### config.mk
export PLATFORM = sky130hd
export DESIGN_NAME = pc_fetch_ctrl
export DESIGN_NICKNAME = d
export VERILOG_FILES = /design/src/rtl/rv_fetch_pkg.sv /design/src/rtl/pc_redirect_sel.sv /design/src/rtl/pc_fetch_ctrl.sv
export SDC_FILE = /design/constraint.sdc
export NUM_CORES = 1
export LEC_CHECK = 0
export ABC_CLOCK_PERIOD_IN_PS = 4140
export BUFFER_PORTS_ARGS = -buffer_cell sky130_fd_sc_hd__buf_2
export CAP_MARGIN = 40
export CORE_ASPECT_RATIO = 1.5
export CORE_MARGIN = 2
export CORE_UTILIZATION = 25
export CTS_CLUSTER_SIZE = 16
export DETAILED_ROUTE_END_ITERATION = 12
export SLEW_MARGIN = 20
export SYNTH_ARGS = -nofsm -noshare
export SYNTH_HDL_FRONTEND = slang
export SYNTH_SLANG_ARGS = --single-unit
### constraint.sdc
create_clock -name clk -period 4.14 [get_ports clk]
set_input_delay 0.828 -clock clk [delete_from_list [all_inputs] [get_ports clk]]
set_output_delay 0.828 -clock clk [all_outputs]
set_load 0.03 [all_outputs]
### src/rtl/rv_fetch_pkg.sv
// ============================================================================
// rv_fetch_pkg : shared widths and FSM encoding for the fetch sequencer
// Revision 1.0
// ============================================================================
`default_nettype none

package rv_fetch_pkg;

  localparam int XLEN        = 32;
  localparam int INSTR_BYTES = 4;

  typedef enum logic [1:0] {
    S_RESET = 2'd0,
    S_ISSUE = 2'd1,
    S_WAIT  = 2'd2
  } fetch_state_t;

endpackage

`default_nettype wire

### src/rtl/pc_redirect_sel.sv
// ============================================================================
// pc_redirect_sel : redirect priority, JALR LSB masking, target alignment
// Revision 1.0  (MISALIGN_TRAP_EN: report misaligned targets instead of forcing)
// ============================================================================
`default_nettype none

module pc_redirect_sel import rv_fetch_pkg::*; #(
  parameter int N = XLEN
) (
  input  logic         branch_taken,
  input  logic [N-1:0] pc_signed_offset,
  input  logic         jalr,
  input  logic [N-1:0] jalr_target,
  output logic [N-1:0] tgt,
  output logic         redirect
`ifdef MISALIGN_TRAP_EN
  ,
  output logic         misaligned
`endif
);

  logic [N-1:0] sel;
  logic         unused_bits;

  // jalr has priority; its target LSB is cleared before any alignment check
  assign sel      = jalr ? {jalr_target[N-1:1], 1'b0} : pc_signed_offset;
  assign redirect = jalr | branch_taken;

`ifdef MISALIGN_TRAP_EN
  assign tgt         = sel;
  assign misaligned  = redirect & sel[1];
  assign unused_bits = jalr_target[0];
`else
  assign tgt         = {sel[N-1:2], 2'b00};
  assign unused_bits = jalr_target[0] ^ (^sel[1:0]);
`endif

endmodule

`default_nettype wire

### src/rtl/pc_fetch_ctrl.sv
// ============================================================================
// pc_fetch_ctrl : architectural PC owner and req/ready instruction fetch FSM
// Revision 1.0  (MISALIGN_TRAP_EN: misaligned redirects load TRAP_VEC)
// ============================================================================
`default_nettype none

module pc_fetch_ctrl import rv_fetch_pkg::*; #(
  parameter int           N        = XLEN,
  parameter logic [N-1:0] RESET_PC = '0
`ifdef MISALIGN_TRAP_EN
  ,
  parameter logic [N-1:0] TRAP_VEC = N'('h100)
`endif
) (
  input  logic         clk,
  input  logic         rst,
  input  logic         branch_taken,
  input  logic [N-1:0] pc_signed_offset,
  input  logic         jalr,
  input  logic [N-1:0] jalr_target,
  input  logic         stall,
  input  logic         imem_ready,
  output logic         imem_req,
  output logic [N-1:0] imem_addr,
  output logic [N-1:0] pc,
  output logic [N-1:0] pc_plus4,
  output logic         fetch_valid,
  output logic [N-1:0] fetch_pc
`ifdef MISALIGN_TRAP_EN
  ,
  output logic         misalign_trap
`endif
);

  fetch_state_t state, state_nxt;
  logic         redirect;
  logic         handshake;
  logic         direct_load;
  logic         pending;
  logic [N-1:0] pend_tgt;
  logic [N-1:0] sel_tgt;
  logic [N-1:0] tgt;

`ifdef MISALIGN_TRAP_EN
  logic misaligned;
  logic pend_mis;

  pc_redirect_sel #(.N(N)) u_sel (
    .branch_taken     (branch_taken),
    .pc_signed_offset (pc_signed_offset),
    .jalr             (jalr),
    .jalr_target      (jalr_target),
    .tgt              (sel_tgt),
    .redirect         (redirect),
    .misaligned       (misaligned)
  );

  assign tgt = misaligned ? TRAP_VEC : sel_tgt;
`else
  pc_redirect_sel #(.N(N)) u_sel (
    .branch_taken     (branch_taken),
    .pc_signed_offset (pc_signed_offset),
    .jalr             (jalr),
    .jalr_target      (jalr_target),
    .tgt              (sel_tgt),
    .redirect         (redirect)
  );

  assign tgt = sel_tgt;
`endif

  always_comb begin
    state_nxt = state;
    imem_req  = 1'b0;
    case (state)
      S_RESET: state_nxt = S_ISSUE;
      S_ISSUE: begin
        imem_req = ~stall;
        if (!stall && !imem_ready) state_nxt = S_WAIT;
      end
      S_WAIT: begin
        imem_req = 1'b1;
        if (imem_ready) state_nxt = S_ISSUE;
      end
      default: state_nxt = S_RESET;
    endcase
  end

  assign imem_addr   = pc;
  assign pc_plus4    = pc + N'(INSTR_BYTES);
  assign handshake   = imem_req & imem_ready;
  // Nothing is in flight, so a redirect can move the PC right away
  assign direct_load = (state == S_ISSUE) && stall;

  always_ff @(posedge clk) begin
    if (rst) begin
      state       <= S_RESET;
      pc          <= RESET_PC;
      fetch_pc    <= RESET_PC;
      fetch_valid <= 1'b0;
      pending     <= 1'b0;
      pend_tgt    <= RESET_PC;
    end else begin
      state       <= state_nxt;
      fetch_valid <= handshake;
      if (handshake) begin
        fetch_pc <= pc;
        pending  <= 1'b0;
        if (pending)       pc <= pend_tgt;
        else if (redirect) pc <= tgt;
        else               pc <= pc_plus4;
      end else if (redirect) begin
        if (direct_load) begin
          pc      <= tgt;
          pending <= 1'b0;
        end else begin
          pend_tgt <= tgt;
          pending  <= 1'b1;
        end
      end
    end
  end

`ifdef MISALIGN_TRAP_EN
  // Trap pulse accompanies the PC update that consumes the misaligned target
  always_ff @(posedge clk) begin
    if (rst) begin
      misalign_trap <= 1'b0;
      pend_mis      <= 1'b0;
    end else begin
      misalign_trap <= 1'b0;
      if (handshake) begin
        misalign_trap <= pending ? pend_mis : (redirect & misaligned);
        pend_mis      <= 1'b0;
      end else if (redirect) begin
        if (direct_load) begin
          misalign_trap <= misaligned;
          pend_mis      <= 1'b0;
        end else begin
          pend_mis <= misaligned;
        end
      end
    end
  end
`endif

endmodule

`default_nettype wire

==> results of run 1 <==
-- worst max-delay path, cell delays in order (launching register included) --
cell and delay [ns]:
dfxtp_1 0.55, and4_1 0.53, nand2_1 0.28, or3_1 0.41, xor2_1 0.28, inv_1 0.07
buf_2 0.18
-- cell families after synthesis --
| kind of cell | after synthesis | synth area share |
|---|---|---|
| AOI/OAI and AO/OA | 205 | 0.2378 |
| xor gates and xnor gates | 26 | 0.03909 |
| adders and majority gates | 5 | 0.01074 |
| buffers and inverters | 123 | 0.1209 |
| DFF | 94 | 0.3230 |
| muxes | 38 | 0.06637 |
| other | 1 | 0.0006437 |
| and+or+nand+nor | 244 | 0.2015 |
-- routing by layer --
metal,GRT usage,wire length (µm)
met5,0,0
met4,0.06438,453
met3,0.02407,1133
met2,0.2725,10130
met1,0.1982,8487
-- flip-flops by register name, summed over array words and instances (netlist names) --
signal / flops
pend_tgt: 30
fetch_pc: 30
pending: 1
fetch_valid: 1
imem_addr: 30
state: 2
-- final timing paths --
check / to / cells after the start / slack, ns / startpoint
hold / removal: fetch_pc[3] / 2 / 0.45 / fetch_pc[3]
setup / recovery: pc_plus4[22] / 6 / 0.65 / imem_addr[4]
hold reg to reg: fetch_pc[3] / 2 / 0.45 / fetch_pc[3]
setup reg to reg: imem_addr[17] / 8 / 1.41 / state[1]
-- stage by stage --
stage / utilization / total power, mW / cell area [µm²]
after floorplan: - / 2.632 / 5852
after global placement: 0.2905 / 3.032 / 6673
after detailed placement: 0.2905 / 3.053 / 6673
after CTS: 0.3073 / 4.164 / 7059
after global routing: 0.3074 / 4.343 / 7062
final: 0.3074 / 4.122 / 7062
-- area by class of cell --
cell class | instances | area (µm²) | share of cell area
Timing Repair Buffer | 205 | 1074 | 0.1520
Sequential cell | 94 | 1883 | 0.2667
Clock inverter | 6 | 157.7 | 0.02232
Clock buffer | 10 | 229.0 | 0.03242
Tap cell | 280 | 350.3 | 0.04961
Multi-Input combinational cell | 526 | 3287 | 0.4654
Inverter | 21 | 78.83 | 0.01116
Antenna cell | 1 | 2.502 | 0.0003544
-- cells in the mapped netlist, types with 5 or more instances --
| library cell | instances |
|---|---|
| o211ai_1 | 6 |
| nand4_1 | 7 |
| nand2_1 | 95 |
| buf_4 | 46 |
| mux2_2 | 5 |
| a31oi_1 | 7 |
| buf_2 | 12 |
| nor2_1 | 73 |
| a211oi_1 | 49 |
| buf_1 | 11 |
| a22oi_1 | 8 |
| or3_1 | 5 |
| xnor2_1 | 21 |
| clkbuf_1 | 26 |
| a21oi_1 | 60 |
| ha_1 | 5 |
| a221oi_1 | 10 |
| xor2_1 | 5 |
| o21ai_0 | 24 |
| inv_1 | 21 |
| nor4_1 | 5 |
| nor3_1 | 9 |
| dfxtp_1 | 94 |
| mux2i_1 | 33 |
| nand3_1 | 16 |
-- power by group --
group          internal, mW  switching, mW
sequential             1.07          0.249
combinational         0.534           1.18
clock                 0.713          0.382
total                  2.31           1.81
==> metrics.md, run 1 <==
| Metric | Value |
|---|---|
| Ratio of cells with drive above 1 in the final layout | 0.2865 |
| Core region area | 22970 µm² |
| Avg Synthesized Cell Area | 7.915 µm² |
| Cts bufs inserted | 9 |
| Placed Cells | 1126 |
| Top cell type's share of synthesized area | 0.3230 |
| DR iter-0 viols | 308 |
| Worst Slack Setup Final | 0.6532 ns |
| Clock-pin slew on the worst setup and hold paths | 0.07 ns |
| Htree depth | 3 |
| PortBufs | 187 |
| Number of synthesized flops with an enable pin | 0 |
| Mapped Area | 5826 µm² |
| Post-route ant nets | 0 |
| Synth Register Bits | 94 |
| Worst skew pair latency | 0.36 ns |
| Setup-failing EPs final | 0 |
| Setup TNS | 0 ns |
| Nets | 932 |
| Cts repair resizes | 0 |
| Pre-CTS worst setup slack | 1.041 ns |
| DR WL/cell | 17.67 µm |
| Post-CTS Setup Bufs | 0 |
| Synthesis Warnings | 0 |
| Initial Util | 0.2536 |
| First-pass GRT wire length | 30080 µm |
| Fillers | 2465 |
| Layout Cells excl Fill | 1143 |
| Hold Slack | 0.4508 ns |
| Final hold vios | 0 |
| Status | complete, no violations |
| Post-Syn Instances | 736 |
| FP Rows | 68 |
| First drt pass iteration count | 5 |
| Tmin final | 3.487 ns |
| Relative slew margins | 0.4685 |
| Drt total wl | 20200 µm |
| Area growth from synthesis to layout | 21.22% |
| Lkg Pwr | 3.042 nW |
| Sink Count | 94 |
| Die Height | 191.0 µm |
| Post-synth ARST share | 0 |
| Initial antenna violation count | 1 |
| Yosys top cell by area | dfxtp_1 |
| I/O pin count | 200 |
| PwrDens | 583.7 nW/µm² |
| Die footprint | 24570 µm² |
| Crit Path Max Fanout | 10 |
| RSZ-0062 raised after global routing | no |
| Worst ir drop on vdd | 0.2155 mV |
| Post-route clock skew | 0.007994 ns |
| Vias in the first global route | 5148 |
| Dominant synthesized flop cell | dfxtp_1 |
| CTS tree | done |
| Max-cap violations | 0 |
| Pin count of the biggest net entering global routing | 65 |
| Total grt overflow | 0 |
| DR vias | 5820 |
| Worst setup EP type | output pin |
| Post-CTS Hold Fix Bufs | 0 |
| Most frequent cells in the layout | buf_2 (186), nand2_1 (95), dfxtp_1 (93) |
| Seq/Total Area, Yosys | 0.3230 |
| Hold Path Class | reg -> reg |
| Top cells by area, synth | dfxtp_1 (32%), a211oi_1 (6.3%), nand2_1 (6.1%) |
| # DRC | 0 |
| Commonest non-fill, non-tap cell in the layout | buf_2 |
| CP startpoint kind | flip-flop |
| Max-slew violation count | 0 |
| Arr. time, crit path | 2.66 ns |
| Total GRT Usage | 0.1591 |
| Actual slew at the worst max-slew pin | 0.7972 ns |
| CP Class | reg -> out |
| Worst endpoint required time | 3.31 ns |
| RePlAce Congestion | 0.8004 |
| Cell variety after synth | 72 |
| Peak Freq | 0.2868 GHz |
| Max clock buf depth | 2 |
| Final period util | 0.8422 |
| Root Buffer | clkbuf_16 |
| Detailed Place HPWL | 14100 µm |
| Vias per inst | 5.092 |
| Die width | 128.6 µm |
Power figures use the tool's default switching activity.
==> inputs of run 2 (changes only) <==
Settings changed: ABC_CLOCK_PERIOD_IN_PS 4140 to 3200.
Clock period 4.14 ns to 3.2 ns, I/O delays scaled along.
==> run 2 against run 1 <==
Against the previous run:
- global-route usage grew 0.43 points
- combinational power grew 44%
- largest power group unchanged
- final area grew 2.4%
- critical path type unchanged
- hold slack gained 0.0014 ns
==> metrics.md, run 2 (same netlist as run 1, synthesis figures left out) <==
| Metric | Value |
|---|---|
| Hold Path Class | reg -> reg |
| Placed Cells | 1150 |
| Post-CTS Setup Bufs | 0 |
| Initial Util | 0.2536 |
| Max clock buf depth | 2 |
| Setup-failing EPs final | 0 |
| Core region area | 22970 µm² |
| CP startpoint kind | flip-flop |
| # DRC | 0 |
| Initial antenna violation count | 0 |
| Worst path cell trace | and3_1 -> nand4_4 -> or4_4 -> xnor2_1 -> buf_2 |
| Clock-pin slew on the worst setup and hold paths | 0.07 ns |
| Htree depth | 3 |
| Lkg Pwr | 3.158 nW |
| Antenna Cells | 0 |
| Arr. time, crit path | 2.40 ns |
| Register Area | 1883 µm² |
| Ratio of cells with drive above 1 in the final layout | 0.3070 |
| Max-cap violations | 0 |
| PwrDens | 736.2 nW/µm² |
| RePlAce Congestion | 0.7856 |
| Post-CTS Hold Fix Bufs | 0 |
| Worst Slack Setup Final | 0.1626 ns |
| CP max stage cell | or4_4 |
| Status | complete, no violations |
| Worst setup EP type | output pin |
| Worst ir drop on vdd | 0.2797 mV |
| Relative slew margins | 0.4493 |
| CTS tree | done |
| Drt total wl | 20510 µm |
| Commonest non-fill, non-tap cell in the layout | buf_2 |
| Layout Cells excl Fill | 1166 |
| First drt pass iteration count | 5 |
| RSZ-0062 raised after global routing | no |
| Worst endpoint required time | 2.56 ns |
| Worst skew pair latency | 0.36 ns |
| Cts bufs inserted | 9 |
| I/O pin count | 200 |
| Nets | 956 |
| Cts repair resizes | 0 |
| Setup TNS | 0 ns |
| Actual slew at the worst max-slew pin | 0.8261 ns |
| CP Class | reg -> out |
| Die footprint | 24570 µm² |
| DR vias | 5933 |
| DR iter-0 viols | 388 |
| Total grt overflow | 0 |
| Fillers | 2477 |
| Buf/Inv on CP | 1 |
| CP top delay family | simple AND/OR/NAND/NOR gates |
| Root Buffer | clkbuf_16 |
| Final period util | 0.9492 |
| Post-route clock skew | 0.009871 ns |
| Die Height | 191.0 µm |
| Peak Freq | 0.3292 GHz |
| Sink Count | 94 |
| Post-route ant nets | 0 |
| Tmin final | 3.037 ns |
| Max-slew violation count | 0 |
| Die width | 128.6 µm |
| Vias in the first global route | 5377 |
| Area growth from synthesis to layout | 24.16% |
| Total GRT Usage | 0.1634 |
| First-pass GRT wire length | 30770 µm |
| Final hold vios | 0 |
| Detailed Place HPWL | 15060 µm |
| FP Rows | 68 |
| DR WL/cell | 17.59 µm |
| PortBufs | 187 |
| CP peak stage delay | 0.60 ns |
| Hold Slack | 0.4522 ns |
| Crit Path Max Fanout | 9 |
| Multi-input logic area | 3287 µm² |
| Pin count of the biggest net entering global routing | 47 |
| R2r setup slk | 0.65 ns |
| Most frequent cells in the layout | buf_2 (186), nand2_1 (95), dfxtp_1 (93) |
| Pre-CTS worst setup slack | 0.5168 ns |
| Vias per inst | 5.088 |
run 2: layer usage:
| layer | up-vias | track usage | wire length (µm) |
|---|---|---|---|
| met5 | - | 0 | 0 |
| met4 | 0 | 0.06689 | 524 |
| met3 | 31 | 0.02799 | 1276 |
| met2 | 255 | 0.2764 | 10200 |
| met1 | 2771 | 0.2042 | 8511 |
| li1 | 2876 | - | - |
run 2: final timing paths:
check                                     to  cells after the start           from
worst min-delay path             fetch_pc[8]                      2    fetch_pc[8]
worst max-delay path            pc_plus4[27]                      5  imem_addr[20]
worst max register to register  imem_addr[6]                      7       state[1]
worst min register to register   fetch_pc[8]                      2    fetch_pc[8]
run 2: tightest hold or removal path: stages, from the launching register on:
cell,delay [ns]
dfxtp_1,0.31
nand2_1,0.05
a21oi_1,0.05
run 2: power by group:
group / switching, mW / internal [mW] / total, mW / leakage [nW]
Clock: 0.513 / 0.767 / 1.28 / 0.162
Combinational: 1.67 / 0.788 / 2.46 / 2.23
Sequential: 0.208 / 1.38 / 1.59 / 0.769
Total: 2.39 / 2.93 / 5.33 / 3.16
run 2: through the flow:
stage / total power [mW] / cell area (µm²) / utilization
2_1_floorplan: 3.405 / 5852 / -
3_3_place_gp: 4.040 / 6858 / 0.2985
3_5_place_dp: 4.080 / 6885 / 0.2997
4_1_cts: 5.375 / 7233 / 0.3149
5_1_grt: 5.639 / 7233 / 0.3149
6_report: 5.325 / 7233 / 0.3149
run 2: layout make-up:
class / count / area share
clock buffer: 9 / 0.03114
clock inverter: 7 / 0.01695
inverter: 21 / 0.01090
multi-input combinational: 526 / 0.4544
sequential: 94 / 0.2603
tap: 280 / 0.04843
timing repair buffer: 229 / 0.1778
==> inputs of run 3 (changes only) <==
Settings changed: ABC_AREA set to 1.
==> run 3 against run 2 <==
Against the previous run:
- clock power decreased by 11%
- sequential share of layout area increased by 0.73 points
- critical path depth increased by 2
- core utilization decreased by 0.88 points
- first-iteration DRC count decreased by 16%
- via count increased by 2.7%
- die area increased by 0.27%
- final area decreased by 2.8%
- highest routed layer unchanged
- synthesized area increased by 0.28%
==> metrics.md, run 3 <==
| Metric | Value |
|---|---|
| Detailed Place HPWL | 15940 µm |
| Drt total wl | 21240 µm |
| I/O pin count | 200 |
| Nets | 1097 |
| Worst endpoint required time | 2.56 ns |
| Root Buffer | clkbuf_16 |
| Pin count of the biggest net entering global routing | 63 |
| DR WL/cell | 16.25 µm |
| Setup TNS | 0 ns |
| Max-cap violations | 0 |
| Number of synthesized flops with an enable pin | 0 |
| Post-CTS Setup Bufs | 0 |
| CP startpoint kind | flip-flop |
| Worst setup EP type | output pin |
| Pre-CTS worst setup slack | 0.7178 ns |
| Crit Path Max Fanout | 6 |
| Initial Util | 0.2543 |
| CP Class | reg -> out |
| Area growth from synthesis to layout | 20.37% |
| Fillers | 2567 |
| Max-slew violation count | 0 |
| Final period util | 0.9200 |
| Yosys top cell by area | dfxtp_1 |
| Mapped Area | 5842 µm² |
| Status | complete, no violations |
| R2r setup slk | 0.82 ns |
| DR vias | 6096 |
| Final hold vios | 0 |
| Initial antenna violation count | 0 |
| Commonest non-fill, non-tap cell in the layout | nand2_1 |
| Arr. time, crit path | 2.30 ns |
| Tmin final | 2.944 ns |
| Post-CTS Hold Fix Bufs | 0 |
| Vias in the first global route | 5624 |
| Avg Synthesized Cell Area | 6.557 µm² |
| Post-synth ARST share | 0 |
| FF-to-FF path depth | 9 |
| Seq/Total Area, Yosys | 0.3221 |
| Core region area | 22970 µm² |
| Max clock buf depth | 2 |
| # DRC | 0 |
| First-pass GRT wire length | 31830 µm |
| Total GRT Usage | 0.1692 |
| Die footprint | 24630 µm² |
| FP Rows | 68 |
| Post-route ant nets | 0 |
| PwrDens | 766.7 nW/µm² |
| RSZ-0062 raised after global routing | no |
| Most frequent cells in the layout | nand2_1 (258), buf_2 (187), o21ai_0 (107) |
| Hold Slack | 0.4603 ns |
| Actual slew at the worst max-slew pin | 0.6965 ns |
| Top cells by area, synth | dfxtp_1 (32%), nand2_1 (17%), o21ai_0 (9.2%) |
| Ratio of cells with drive above 1 in the final layout | 0.2483 |
| Worst Slack Setup Final | 0.2560 ns |
| Clock-pin slew on the worst setup and hold paths | 0.08 ns |
| Post-Syn Instances | 891 |
| Sink Count | 94 |
| Peak Freq | 0.3397 GHz |
| First drt pass iteration count | 5 |
| Worst skew pair latency | 0.36 ns |
| Hold path depth | 2 |
| Top cell type's share of synthesized area | 0.3221 |
| Relative slew margins | 0.5350 |
| Fin area | 7032 µm² |
| RePlAce Congestion | 0.9163 |
| Die width | 128.8 µm |
| Synthesis Warnings | 0 |
| Antenna Cells | 0 |
| Commonest cells post-synth | nand2_1 (259), o21ai_0 (107), dfxtp_1 (94) |
| Cts bufs inserted | 9 |
| CTS tree | done |
| Post-DP Area | 6724 µm² |
| Most numerous cell in the Yosys netlist | nand2_1 |
| Die Height | 191.2 µm |
| Lkg Pwr | 3.410 nW |
| Synth Register Bits | 94 |
| Total grt overflow | 0 |
| Post-route clock skew | 0.01111 ns |
| Worst ir drop on vdd | 0.3649 mV |
| PortBufs | 187 |
| Hold Path Class | reg -> reg |
| Cts repair resizes | 0 |
| Cell variety after synth | 39 |
| DR iter-0 viols | 325 |
| Vias per inst | 4.664 |
| Htree depth | 3 |
| Dominant synthesized flop cell | dfxtp_1 |
| Setup-failing EPs final | 0 |
| Layout Utilization | 0.3061 |
run 3: changes by cell type in the layout (fill, tap and decap cells not counted), sizes merged, moves of 25 or more:
cell / change
a211oi: -48
a21oi: +30
buf: -27
inv: +59
mux2i: -25
nand2: +170
nand3: +48
nor2: -26
o21ai: +81
run 3: stage by stage:
stage / power [mW] / cells
5_1_grt: 5.698 / 1307
3_5_place_dp: 4.272 / 1291
2_1_floorplan: 3.566 / 898
4_1_cts: 5.415 / 1307
6_report: 5.391 / 1307
3_3_place_gp: 4.237 / 1290
run 3: area by class of cell:
| type | count | area, µm² | area share |
|---|---|---|---|
| clock buffer | 9 | 225.2 | 0.03203 |
| timing repair buffer | 202 | 1069 | 0.1520 |
| multi-input combinational | 636 | 3127 | 0.4447 |
| sequential | 94 | 1882 | 0.2676 |
| inverter | 79 | 296.5 | 0.04217 |
| clock inverter | 7 | 82.58 | 0.01174 |
| tap | 280 | 350.3 | 0.04982 |
run 3: metal layers:
layer,part of all wire,track usage
met3,0.066,0.03414
met1,0.41,0.2042
met4,0.055,0.09699
met5,0,0
met2,0.47,0.2772
run 3: critical path, cell delays in order (launching register included):
cell and delay (ns):
dfxtp_1 0.51, ha_1 0.27, nand2_1 0.08, nor2_2 0.13, nand2_2 0.14, nor2_4 0.18
xor2_1 0.36, buf_2 0.27
run 3: path summary, 6_finish.rpt:
kind | start | to
min | pend_tgt[17] | pend_tgt[17]
min reg2reg | pend_tgt[17] | pend_tgt[17]
max reg2reg | state[0] | imem_addr[24]
max | imem_addr[2] | pc_plus4[14]
run 3: power by group:
part           total [mW]  switching, mW  internal [mW]
logic                2.53           1.84          0.687
registers            1.72          0.322           1.40
clock network        1.14          0.522          0.617
run 3: logic make-up (layout without fill, tap and decap cells):
kind of cell	Yosys count	after routing	synth area share
AOI/OAI and AO/OA	208	208	0.1831
xor gates and xnor gates	15	15	0.02892
adders and majority gates	5	5	0.01071
buffers and inverters	168	297	0.1476
DFF	94	94	0.3221
muxes	12	12	0.02142
other	1	8	0.0006419
and+or+nand+nor	388	388	0.2855
